## config.mk

```make
export PLATFORM = sky130hd
export DESIGN_NAME = dsmod_decim_multich_flat
export DESIGN_NICKNAME = d
export VERILOG_FILES = /design/src/rtl/dsmod_decim_multich_if.sv /design/src/rtl/dsmod_decim_multich.sv /design/src/flat_wrapper.sv
export SDC_FILE = /design/constraint.sdc
export NUM_CORES = 1
export LEC_CHECK = 0
export ABC_AREA = 1
export CORE_ASPECT_RATIO = 1.1
export CORE_MARGIN = 3
export CORE_UTILIZATION = 51
export DETAILED_ROUTE_END_ITERATION = 7
export PLACE_DENSITY_LB_ADDON = 0.05
export SLEW_MARGIN = 20
export SYNTH_ARGS = -nofsm -noshare
export SYNTH_HDL_FRONTEND = slang
export SYNTH_SLANG_ARGS = --single-unit
```

## constraint.sdc

```tcl
create_clock -name clk -period 7.3 [get_ports clk]
set_input_delay 2.19 -clock clk [delete_from_list [all_inputs] [get_ports clk]]
set_output_delay 2.19 -clock clk [all_outputs]
set_load 0.1 [all_outputs]
```

## src/rtl/dsmod_decim_multich_if.sv

```systemverilog
// Host-side bundle of the multi-channel delta-sigma decimator: modulator
// bitstream, run-time configuration, start/stop control and result handshake.
interface dsmod_decim_multich_if #(
    parameter int NCH   = 2,
    parameter int OSR_W = 10,
    parameter int OUT_W = 16
);
    logic                   sample_en;
    logic [NCH-1:0]         dsmod_bit_in;
    logic [OSR_W-1:0]       osr_in;
    logic                   sinc2_en;
    logic                   continuous_en;
    logic [NCH-1:0]         ch_enable_in;
    logic                   start_conversion_in;
    logic                   stop_in;
    logic [NCH*OUT_W-1:0]   result_out;
    logic                   result_valid_out;
    logic                   result_ack_in;
    logic                   busy_out;
    logic                   conversion_finished_out;
    logic                   overrun_out;

    // Decimator side
    modport slave (
        input  sample_en, dsmod_bit_in, osr_in, sinc2_en, continuous_en,
               ch_enable_in, start_conversion_in, stop_in, result_ack_in,
        output result_out, result_valid_out, busy_out,
               conversion_finished_out, overrun_out
    );

    // Host side
    modport master (
        output sample_en, dsmod_bit_in, osr_in, sinc2_en, continuous_en,
               ch_enable_in, start_conversion_in, stop_in, result_ack_in,
        input  result_out, result_valid_out, busy_out,
               conversion_finished_out, overrun_out
    );
endinterface

```

## src/rtl/dsmod_decim_multich.sv

```systemverilog
// Multi-channel sinc1/sinc2 decimator with start/stop control, single-shot or
// continuous operation and a valid/ack result port with sticky overrun.
//
// state  | meaning
// -------+---------------------------------------------------------------
// S_IDLE | waiting for start; last result and valid flag are held
// S_RUN  | consuming strobed modulator bits, emitting a result per window
//
// sinc2 is evaluated without a multiplier: within a frame each bit at position
// j is accumulated with weight j+1 (its weight when the frame is the older half
// of the window) and with weight OSR-1-j (its weight as the newer half). The
// result is the previous frame's "older" sum plus the current frame's "newer"
// sum, which slides cleanly by one frame in continuous mode.
module dsmod_decim_multich #(
    parameter int NCH   = 2,
    parameter int OSR_W = 10,
    parameter int OUT_W = 16
) (
    input  logic                 clk,
    input  logic                 rst_n,
    dsmod_decim_multich_if.slave dsm
);
    localparam int RAW_W = 2*OSR_W + 1;
    localparam int CW    = (RAW_W > OUT_W) ? RAW_W : OUT_W;
    localparam logic [CW-1:0] SAT_MAX = CW'({OUT_W{1'b1}});

    typedef enum logic {S_IDLE, S_RUN} state_t;

    state_t               r_state;
    logic [OSR_W-1:0]     r_osr;
    logic [OSR_W-1:0]     r_cnt;
    logic                 r_sinc2;
    logic                 r_cont;
    logic [NCH-1:0]       r_chen;
    logic                 r_have_prev;
    logic [RAW_W-1:0]     r_s  [NCH];
    logic [RAW_W-1:0]     r_w  [NCH];
    logic [RAW_W-1:0]     r_v  [NCH];
    logic [RAW_W-1:0]     r_pw [NCH];
    logic [NCH*OUT_W-1:0] r_result;
    logic                 r_valid;
    logic                 r_busy;
    logic                 r_done;
    logic                 r_ovr;

    logic [RAW_W-1:0]     w_s_nx [NCH];
    logic [RAW_W-1:0]     w_w_nx [NCH];
    logic [RAW_W-1:0]     w_v_nx [NCH];
    logic [RAW_W-1:0]     w_wt_up;
    logic [RAW_W-1:0]     w_wt_dn;
    logic [NCH*OUT_W-1:0] w_result;
    logic [OSR_W-1:0]     w_osr_eff;
    logic                 w_frame_end;
    logic                 w_res_rdy;

    function automatic logic [OUT_W-1:0] f_sat(input logic [RAW_W-1:0] raw);
        logic [CW-1:0] ext;
        ext = CW'(raw);
        if (ext > SAT_MAX) return OUT_W'(SAT_MAX);
        return OUT_W'(ext);
    endfunction

    assign w_osr_eff   = (dsm.osr_in < OSR_W'(2)) ? OSR_W'(2) : dsm.osr_in;
    assign w_frame_end = (r_cnt == (r_osr - OSR_W'(1)));
    assign w_res_rdy   = w_frame_end && (!r_sinc2 || r_have_prev);

    // Next accumulator values including the current bit, and the saturated result
    always_comb begin
        w_wt_up  = RAW_W'(r_cnt) + RAW_W'(1);
        w_wt_dn  = RAW_W'(r_osr) - RAW_W'(r_cnt) - RAW_W'(1);
        w_result = '0;
        for (int ch = 0; ch < NCH; ch++) begin
            w_s_nx[ch] = r_s[ch] + RAW_W'(dsm.dsmod_bit_in[ch]);
            w_w_nx[ch] = r_w[ch] + (dsm.dsmod_bit_in[ch] ? w_wt_up : '0);
            w_v_nx[ch] = r_v[ch] + (dsm.dsmod_bit_in[ch] ? w_wt_dn : '0);
            if (r_chen[ch]) begin
                w_result[ch*OUT_W +: OUT_W] = r_sinc2 ? f_sat(r_pw[ch] + w_v_nx[ch])
                                                     : f_sat(w_s_nx[ch]);
            end
        end
    end

    // Control FSM, filter state and registered host outputs
    always_ff @(posedge clk or negedge rst_n) begin
        if (!rst_n) begin
            r_state     <= S_IDLE;
            r_osr       <= OSR_W'(2);
            r_cnt       <= '0;
            r_sinc2     <= 1'b0;
            r_cont      <= 1'b0;
            r_chen      <= '0;
            r_have_prev <= 1'b0;
            for (int ch = 0; ch < NCH; ch++) begin
                r_s[ch]  <= '0;
                r_w[ch]  <= '0;
                r_v[ch]  <= '0;
                r_pw[ch] <= '0;
            end
            r_result    <= '0;
            r_valid     <= 1'b0;
            r_busy      <= 1'b0;
            r_done      <= 1'b0;
            r_ovr       <= 1'b0;
        end else begin
            r_done <= 1'b0;
            if (dsm.result_ack_in) r_valid <= 1'b0;
            case (r_state)
                S_IDLE: begin
                    if (dsm.start_conversion_in && !dsm.stop_in) begin
                        r_osr       <= w_osr_eff;
                        r_sinc2     <= dsm.sinc2_en;
                        r_cont      <= dsm.continuous_en;
                        r_chen      <= dsm.ch_enable_in;
                        r_cnt       <= '0;
                        r_have_prev <= 1'b0;
                        for (int ch = 0; ch < NCH; ch++) begin
                            r_s[ch]  <= '0;
                            r_w[ch]  <= '0;
                            r_v[ch]  <= '0;
                            r_pw[ch] <= '0;
                        end
                        r_ovr       <= 1'b0;
                        r_busy      <= 1'b1;
                        r_state     <= S_RUN;
                    end
                end
                S_RUN: begin
                    if (dsm.stop_in) begin
                        r_busy  <= 1'b0;
                        r_state <= S_IDLE;
                    end else if (dsm.sample_en) begin
                        if (w_frame_end) begin
                            for (int ch = 0; ch < NCH; ch++) begin
                                r_s[ch]  <= '0;
                                r_w[ch]  <= '0;
                                r_v[ch]  <= '0;
                                r_pw[ch] <= w_w_nx[ch];
                            end
                            r_cnt       <= '0;
                            r_have_prev <= 1'b1;
                            if (w_res_rdy) begin
                                r_result <= w_result;
                                r_valid  <= 1'b1;
                                if (r_valid && !dsm.result_ack_in) r_ovr <= 1'b1;
                                if (!r_cont) begin
                                    r_done  <= 1'b1;
                                    r_busy  <= 1'b0;
                                    r_state <= S_IDLE;
                                end
                            end
                        end else begin
                            for (int ch = 0; ch < NCH; ch++) begin
                                r_s[ch] <= w_s_nx[ch];
                                r_w[ch] <= w_w_nx[ch];
                                r_v[ch] <= w_v_nx[ch];
                            end
                            r_cnt <= r_cnt + OSR_W'(1);
                        end
                    end
                end
            endcase
        end
    end

    assign dsm.result_out              = r_result;
    assign dsm.result_valid_out        = r_valid;
    assign dsm.busy_out                = r_busy;
    assign dsm.conversion_finished_out = r_done;
    assign dsm.overrun_out             = r_ovr;
endmodule
```

## src/flat_wrapper.sv

```systemverilog
// flat-port wrapper written by rule: the top's interface ports become plain ports
module dsmod_decim_multich_flat 
#(
    parameter int NCH   = 2,
    parameter int OSR_W = 10,
    parameter int OUT_W = 16
)
  (clk, rst_n, dsm_sample_en, dsm_dsmod_bit_in, dsm_osr_in, dsm_sinc2_en, dsm_continuous_en, dsm_ch_enable_in, dsm_start_conversion_in, dsm_stop_in, dsm_result_ack_in, dsm_result_out, dsm_result_valid_out, dsm_busy_out, dsm_conversion_finished_out, dsm_overrun_out);
  dsmod_decim_multich_if #(.NCH(NCH), .OSR_W(OSR_W), .OUT_W(OUT_W)) dsm_i ();
  input  logic clk;
  input  logic rst_n;
  input wire logic [$bits(dsm_i.sample_en)-1:0] dsm_sample_en;
  input wire logic [$bits(dsm_i.dsmod_bit_in)-1:0] dsm_dsmod_bit_in;
  input wire logic [$bits(dsm_i.osr_in)-1:0] dsm_osr_in;
  input wire logic [$bits(dsm_i.sinc2_en)-1:0] dsm_sinc2_en;
  input wire logic [$bits(dsm_i.continuous_en)-1:0] dsm_continuous_en;
  input wire logic [$bits(dsm_i.ch_enable_in)-1:0] dsm_ch_enable_in;
  input wire logic [$bits(dsm_i.start_conversion_in)-1:0] dsm_start_conversion_in;
  input wire logic [$bits(dsm_i.stop_in)-1:0] dsm_stop_in;
  input wire logic [$bits(dsm_i.result_ack_in)-1:0] dsm_result_ack_in;
  output wire logic [$bits(dsm_i.result_out)-1:0] dsm_result_out;
  output wire logic [$bits(dsm_i.result_valid_out)-1:0] dsm_result_valid_out;
  output wire logic [$bits(dsm_i.busy_out)-1:0] dsm_busy_out;
  output wire logic [$bits(dsm_i.conversion_finished_out)-1:0] dsm_conversion_finished_out;
  output wire logic [$bits(dsm_i.overrun_out)-1:0] dsm_overrun_out;
  assign dsm_i.sample_en = dsm_sample_en;
  assign dsm_i.dsmod_bit_in = dsm_dsmod_bit_in;
  assign dsm_i.osr_in = dsm_osr_in;
  assign dsm_i.sinc2_en = dsm_sinc2_en;
  assign dsm_i.continuous_en = dsm_continuous_en;
  assign dsm_i.ch_enable_in = dsm_ch_enable_in;
  assign dsm_i.start_conversion_in = dsm_start_conversion_in;
  assign dsm_i.stop_in = dsm_stop_in;
  assign dsm_i.result_ack_in = dsm_result_ack_in;
  assign dsm_result_out = dsm_i.result_out;
  assign dsm_result_valid_out = dsm_i.result_valid_out;
  assign dsm_busy_out = dsm_i.busy_out;
  assign dsm_conversion_finished_out = dsm_i.conversion_finished_out;
  assign dsm_overrun_out = dsm_i.overrun_out;
  dsmod_decim_multich #(.NCH(NCH), .OSR_W(OSR_W), .OUT_W(OUT_W)) u_core (.clk(clk), .rst_n(rst_n), .dsm(dsm_i));
endmodule
```

# After elaboration in Yosys (flattened, before gate mapping)
# Index checks and enable logic that the tools add are counted.
# W data, S select, Z words.
word_totals:
  in_bits: 22
  register_bits: 230
op_classes:
  n_eq_ne: 11
  order_cmp: 5
  n_reduce_logical: 13
  addsub: 13
  muxes: 84
  n_bitwise: 2
op_table:
  columns: ["cell", "n"]
  rows:
  - ["$mux W42", 13]
  - ["$pmux W42 S2", 4]
  - ["$mux W16", 12]
  - ["$add A21 B21 Y21", 6]
  - ["$gt A21 B16 Y1 const B", 4]
  - ["$mux W21", 4]
  - ["$mux W10", 5]
  - ["$add A21 B1 Y21", 2]
  - ["$mux W1", 41]
  - ["$sub A21 B1 Y21 const B", 1]
  - ["$pmux W10 S2", 1]
  - ["$ne A3 B3 Y1 const B", 4]
  - ["$add A10 B1 Y11 const B", 1]
  - ["$sub A10 B10 Y11", 1]
  - ["$add A10 B1 Y10 const B", 1]
  - ["$eq A10 B10 Y1", 1]
  - ["$lt A10 B2 Y1 const B", 1]
  - ["$ne A2 B2 Y1 const B", 5]
  - ["$reduce_and A5 Y1", 2]
  - ["$sub A10 B1 Y10 const B", 1]
  - ["$pmux W1 S2", 4]
  - ["$reduce_and A6 Y1", 1]
  - ["$reduce_and A4 Y1", 1]
  - ["$logic_and A1 B1 Y1", 3]
  - ["6 further kinds", 9]

# Longest topological paths before layout
depth:
  ltp_word: 11
  depth_mapped: 40
  depth_no_buf: 39

# Least setup slack after synthesis
# Ideal clock, no wire load.
synth_path:
  kind: "input-to-reg"
  startpoint: "input dsm_dsmod_bit_in[0]"
  endpoint: "register u_core.r_result[11], in the netlist u_core.dsm.result_out[11]"
  required_ns: 7.180
  path_slack_ns: 0.977
  t_arrival_ns: 6.203
  stages: 27
  cell_sequence: "inv_1 > clkbuf_1 > nor2_1 > ha_1 > a21oi_1 > nand2_1 > nand2_1 > nand2_1 > a21boi_1 > o21ai_0 > a21boi_0 > o21ai_1 > a21boi_0 > xor2_1 > inv_1 > ha_1 > inv_1 > nor3_1 > and2_1 > nand4_1 > o211ai_1 > xor2_1 > nor3_4 > buf_4 > nand4_1 > nand2_1 > nand2_1"
synth_via:
  elab_chain_len: 9
  elab_cells_between_ends: 14
  cone_classes: "add/sub: 3; order compare: 2; mux: 9"
synth_lines:
  columns: ["element", "line_no", "rtl"]
  rows:
  - ["start: declaration", "flat_wrapper.sv:13", "input wire logic [$bits(dsm_i.dsmod_bit_in)-1:0] dsm_dsmod_bit_in;"]
  - ["$mux W21", "dsmod_decim_multich.sv:75", "w_v_nx[ch] = r_v[ch] + (dsm.dsmod_bit_in[ch] ? w_wt_dn : '0);"]
  - ["$add A21 B21 Y21", "dsmod_decim_multich.sv:75", null]
  - ["$add A21 B21 Y21", "dsmod_decim_multich.sv:77", "w_result[ch*OUT_W +: OUT_W] = r_sinc2 ? f_sat(r_pw[ch] + w_v_nx[ch])"]
  - ["$gt A21 B16 Y1", "dsmod_decim_multich.sv:59", "if (ext > SAT_MAX) return OUT_W'(SAT_MAX);"]
  - ["$mux W1", "dsmod_decim_multich.sv:59", null]
  - ["$mux W1", "dsmod_decim_multich.sv:76", "if (r_chen[ch]) begin"]
  - ["$mux W16", "dsmod_decim_multich.sv:60", "return OUT_W'(ext);"]
  - ["$mux W16 *", "dsmod_decim_multich.sv:77", null]
  - ["$mux W16 *", "dsmod_decim_multich.sv:76", null]
  - ["end signal: assignment", "dsmod_decim_multich.sv:142", "r_result <= w_result;"]
  - ["end: declaration", "dsmod_decim_multich.sv:40", "logic [NCH*OUT_W-1:0] r_result;"]
# Mark *: on every way between the ends. The rest lies on a longest branch, timed or not. The select of a mux whose other input is x is not followed.
# A chain may end at the register's enable or synchronous reset.

# Worst setup path in the final report
layout_path:
  startpoint: "input dsm_dsmod_bit_in[0]"
  endpoint: "register u_core.r_result[12], in the netlist u_core.dsm.result_out[12]"
# Same word-level chain as after synthesis.

==> Implementation_results.wiki <==
{| class="wikitable"
! Metric !! Value
|-
| All-layer global routing usage || 0.284
|-
| Num rows || 68
|-
| Wirelength, routed || 48900 µm
|-
| Critical Setup Path Class || primary input to register
|-
| Worst ir drop on vdd || 0.241 mV
|-
| Net count after synthesis || 2342
|-
| Final GP Congestion || 0.918
|-
| CTS root buf || sky130_fd_sc_hd__clkbuf_16
|-
| Final hold viol count || 0
|-
| Max-slew violation count || 0
|-
| Upper clock frequency limit || 151 MHz
|-
| Sum of internal, switching and leakage power || 0.00657 W
|-
| Mapped cell area || 16600 µm²
|-
| GR Overflow Total || 0
|-
| Number of I/O port buffers || 57
|-
| Die Y || 195 µm
|-
| Most instantiated cells after synthesis || 475 x sky130_fd_sc_hd__nand2_1, 243 x sky130_fd_sc_hd__inv_1, 229 x sky130_fd_sc_hd__dfrtp_1, 212 x sky130_fd_sc_hd__nor2_1, 171 x sky130_fd_sc_hd__a21oi_1
|-
| Period utilisation layout || 0.906
|-
| Layout cells sized above 1 || 0.0711
|-
| Gate count of the mapped netlist || 2192
|-
| Unrepaired setup endpoints after global routing || false
|-
| PwrDens || 353 nW/µm²
|-
| Number of warning messages in the yosys log || 0
|-
| Count of flip-flops with a built-in enable after synthesis || 0
|-
| Max Buffers Root-to-Sink || 3
|-
| First-pass DRT Iterations || 5
|-
| Worst reg2reg path depth || 33
|-
| Critical Path Source Type || primary input
|-
| Final setup skew || 0.0263 ns
|-
| Kind of capture point of the worst setup path || register
|-
| Fill cell count || 3038
|-
| Reg area || 5760 µm²
|-
| Worst endpoint data arrival time || 7.04 ns
|-
| Number of vias per cell || 5.57
|-
| Area taken by multi-input logic gates || 9620 µm²
|-
| Via count of the first global-routing pass || 14900
|-
| Clock net sink count || 230
|-
| Die outline area || 34700 µm²
|-
| Result of the run || finished, final reports clean
|-
| Leading cell types by total area after synthesis || sky130_fd_sc_hd__dfrtp_1 35%, sky130_fd_sc_hd__nand2_1 11%, sky130_fd_sc_hd__ha_1 9.1%
|-
| Boundary Pins || 58
|-
| Estimated wirelength of the detail-placed design || 36200 µm
|-
| Post-synthesis async set-or-reset flop share || 1.00
|-
| Worst-Margin Slew || 1.09 ns
|-
| Min-Delay Startpoint || u_core.r_chen[1]
|-
| Largest area contributor in the synthesized netlist || sky130_fd_sc_hd__dfrtp_1
|-
| Initial antenna violation count || 0
|-
| Primary FF master, synth || sky130_fd_sc_hd__dfrtp_1
|-
| Final antenna-violating net count || 0
|-
| Placed inst area || 17600 µm²
|-
| Clock slew seen by the registers of the worst setup and hold paths || 0.06 ns
|-
| Shortest clock period the worst path allows after layout || 6.61 ns
|-
| Number of setup buffers added after CTS || 0
|-
| Reported max-cap violation count || 0
|-
| Sequential cell area fraction in the yosys report || 0.347
|-
| Non-Filler Cell Area, Final || 18600 µm²
|-
| Insertion delay to the later sink of the worst-skew pair || 0.56 ns
|-
| Num CTS Buffers || 28
|-
| Maximum number of pins on one net before global-route repair || 147
|-
| Number of levels in the clock H-tree || 1
|-
| Antenna cell count || 0
|-
| R2r setup slk || 0.69 ns
|-
| Setup tns final || 0 ns
|-
| Core footprint || 31700 µm²
|-
| CTS tree || done
|-
| Number of nets in the layout || 2393
|-
| Avg Inst Size Synth || 7.56 µm²
|-
| Worst Hold End || u_core.r_chen[1]
|-
| Origin of the critical flop-to-flop path || u_core.r_osr[0]
|-
| Required time at the endpoint of the critical path || 7.73 ns
|-
| Area Growth Syn to Fin || 12.2%
|-
| Most frequently used cell type in the post-synthesis netlist || sky130_fd_sc_hd__nand2_1
|-
| Leak || 9.17 nW
|-
| DRC violations left || 0
|-
| Synthesized flop and latch total || 230
|-
| Wire length of the first global-routing pass || 79200 µm
|-
| Worst slew margin || 0.276
|-
| Crit Path Max Fanout || 16
|-
| Final Setup Violations || 0
|-
| Detailed-route wire length per cell || 18.2 µm
|-
| Worst r2r dst || u_core.dsm.result_out[31]
|-
| Synth cell types || 63
|-
| Total via count in the routed design || 15000
|-
| X dimension of the die || 178 µm
|-
| Fraction of post-synthesis cell area in the top cell type by area || 0.346
|-
| Number of violations reported at the end of detailed-routing iteration 0 || 1043
|-
| Initial standard-cell utilization of the core || 0.523
|-
| Worst Hold Path Cells || 2
|-
| Worst hold path type || register to register
|}
## where the power goes
part / switching (W) / total, W / internal (W) / leakage (nW)
Combinational: 0.00237 / 0.00357 / 0.00120 / 5.59
Sequential: 0.000129 / 0.00156 / 0.00143 / 3.12
Clock: 0.000592 / 0.00144 / 0.000850 / 0.464
Total: 0.00309 / 0.00657 / 0.00348 / 9.17
## repair_timing
action                                  4_1_cts  5_1_grt
endpoints found under the setup margin        0       16
gates resized for setup                       0        2
hold buffers                                  0        0
## per-layer routing
metal | up-vias | global-route usage | part of all wire
li1 | 7435 | - | -
met1 | 7098 | 0.381 | 0.45
met2 | 326 | 0.474 | 0.47
met3 | 95 | 0.0385 | 0.044
met4 | 0 | 0.0887 | 0.033
met5 | - | 0 | 0
## per-stage QoR
step           setup slack (ns)  utilization  hold slack, ns  instances
2_1_floorplan             0.977            -           0.421       2192
3_3_place_gp              0.199        0.555           0.460       2632
3_5_place_dp              0.151        0.556           0.463       2633
4_1_cts                   0.622        0.586           0.478       2685
5_1_grt                 0.00223        0.586           0.499       2685
6_report                  0.687        0.586           0.478       2685
## state kept, by name (all words and copies together) (netlist names)
| signal | count |
|---|---|
| u_core.dsm.result_out | 32 |
| u_core.r_osr | 10 |
| u_core.r_cnt | 10 |
| u_core.r_chen | 2 |
| u_core.dsm.conversion_finished_out | 1 |
| u_core.r_sinc2 | 1 |
| u_core.r_s | 42 |
| u_core.r_have_prev | 1 |
| u_core.r_w | 42 |
| u_core.dsm.result_valid_out | 1 |
| u_core.r_pw | 42 |
| u_core.dsm.busy_out | 1 |
| u_core.r_v | 42 |
| u_core.r_cont | 1 |
| u_core.dsm.overrun_out | 1 |
| u_core.r_state | 1 |
## logic make-up (layout without fill, tap and decap cells)
kind of cell	after synthesis	after routing	share of synthesized area
muxes	5	5	0.00340
DFF	230	230	0.347
AOI/OAI and AO/OA	479	479	0.167
buffers and inverters	311	384	0.0739
and+or+nand+nor	922	922	0.247
adders and majority gates	128	128	0.0998
xor gates and xnor gates	117	117	0.0623
## worst max-delay path, cell delays in order
cell,delay (ns)
sky130_fd_sc_hd__clkdlybuf4s50_1,0.42
sky130_fd_sc_hd__inv_1,0.24
sky130_fd_sc_hd__nor2_1,0.09
sky130_fd_sc_hd__ha_1,0.33
sky130_fd_sc_hd__inv_2,0.10
sky130_fd_sc_hd__o21ai_0,0.10
sky130_fd_sc_hd__a21oi_1,0.20
sky130_fd_sc_hd__nand2_1,0.12
sky130_fd_sc_hd__a21boi_1,0.20
sky130_fd_sc_hd__o21ai_0,0.16
sky130_fd_sc_hd__a21boi_0,0.31
sky130_fd_sc_hd__o21ai_1,0.15
sky130_fd_sc_hd__a21boi_0,0.23
sky130_fd_sc_hd__xor2_1,0.22
sky130_fd_sc_hd__inv_1,0.11
sky130_fd_sc_hd__ha_1,0.30
sky130_fd_sc_hd__a21o_1,0.17
sky130_fd_sc_hd__a221oi_1,0.36
sky130_fd_sc_hd__nand3_1,0.13
sky130_fd_sc_hd__xor2_1,0.17
sky130_fd_sc_hd__nand3b_1,0.17
sky130_fd_sc_hd__nand2_2,0.28
sky130_fd_sc_hd__nand4_1,0.13
sky130_fd_sc_hd__nand2_1,0.10
sky130_fd_sc_hd__nand2_1,0.06
## area by class of cell
| cell class | count | area share |
|---|---|---|
| clock buffer | 39 | 0.0437 |
| timing repair buffer | 82 | 0.0431 |
| sequential | 230 | 0.309 |
| tap | 420 | 0.0283 |
| multi-input combinational | 1651 | 0.517 |
| clock inverter | 13 | 0.00760 |
| inverter | 250 | 0.0506 |
## cell usage in the layout, fill, tap and decap left out, types with 38 or more instances in the layout
master                            netlist  layout
sky130_fd_sc_hd__a21oi_1              171     171
sky130_fd_sc_hd__o21ai_0              152     151
sky130_fd_sc_hd__xor2_1                84      83
sky130_fd_sc_hd__nand3_1               83      83
sky130_fd_sc_hd__nor2_1               212     212
sky130_fd_sc_hd__clkdlybuf4s50_1        0      56
sky130_fd_sc_hd__nor3_1                39      38
sky130_fd_sc_hd__ha_1                 121     121
sky130_fd_sc_hd__dfrtp_1              229     229
sky130_fd_sc_hd__o22ai_1               56      56
sky130_fd_sc_hd__inv_1                243     242
sky130_fd_sc_hd__nand2_1              475     474
## how the worst max path moves through the flow
stage | from | end | slack, ns | depth (start not counted)
after floorplan | dsm_dsmod_bit_in[0] | u_core.dsm.result_out[11] | 0.98 | 27
after global placement | dsm_dsmod_bit_in[0] | u_core.dsm.result_out[8] | 0.20 | 26
after detailed placement | dsm_dsmod_bit_in[0] | u_core.dsm.result_out[8] | 0.15 | 25
after CTS | u_core.r_osr[0] | u_core.dsm.result_out[12] | 0.62 | 31
after global routing | u_core.r_osr[0] | u_core.dsm.result_out[12] | 0.002 | 31
final | dsm_dsmod_bit_in[0] | u_core.dsm.result_out[12] | 0.69 | 25
Power figures use the tool's default switching activity.
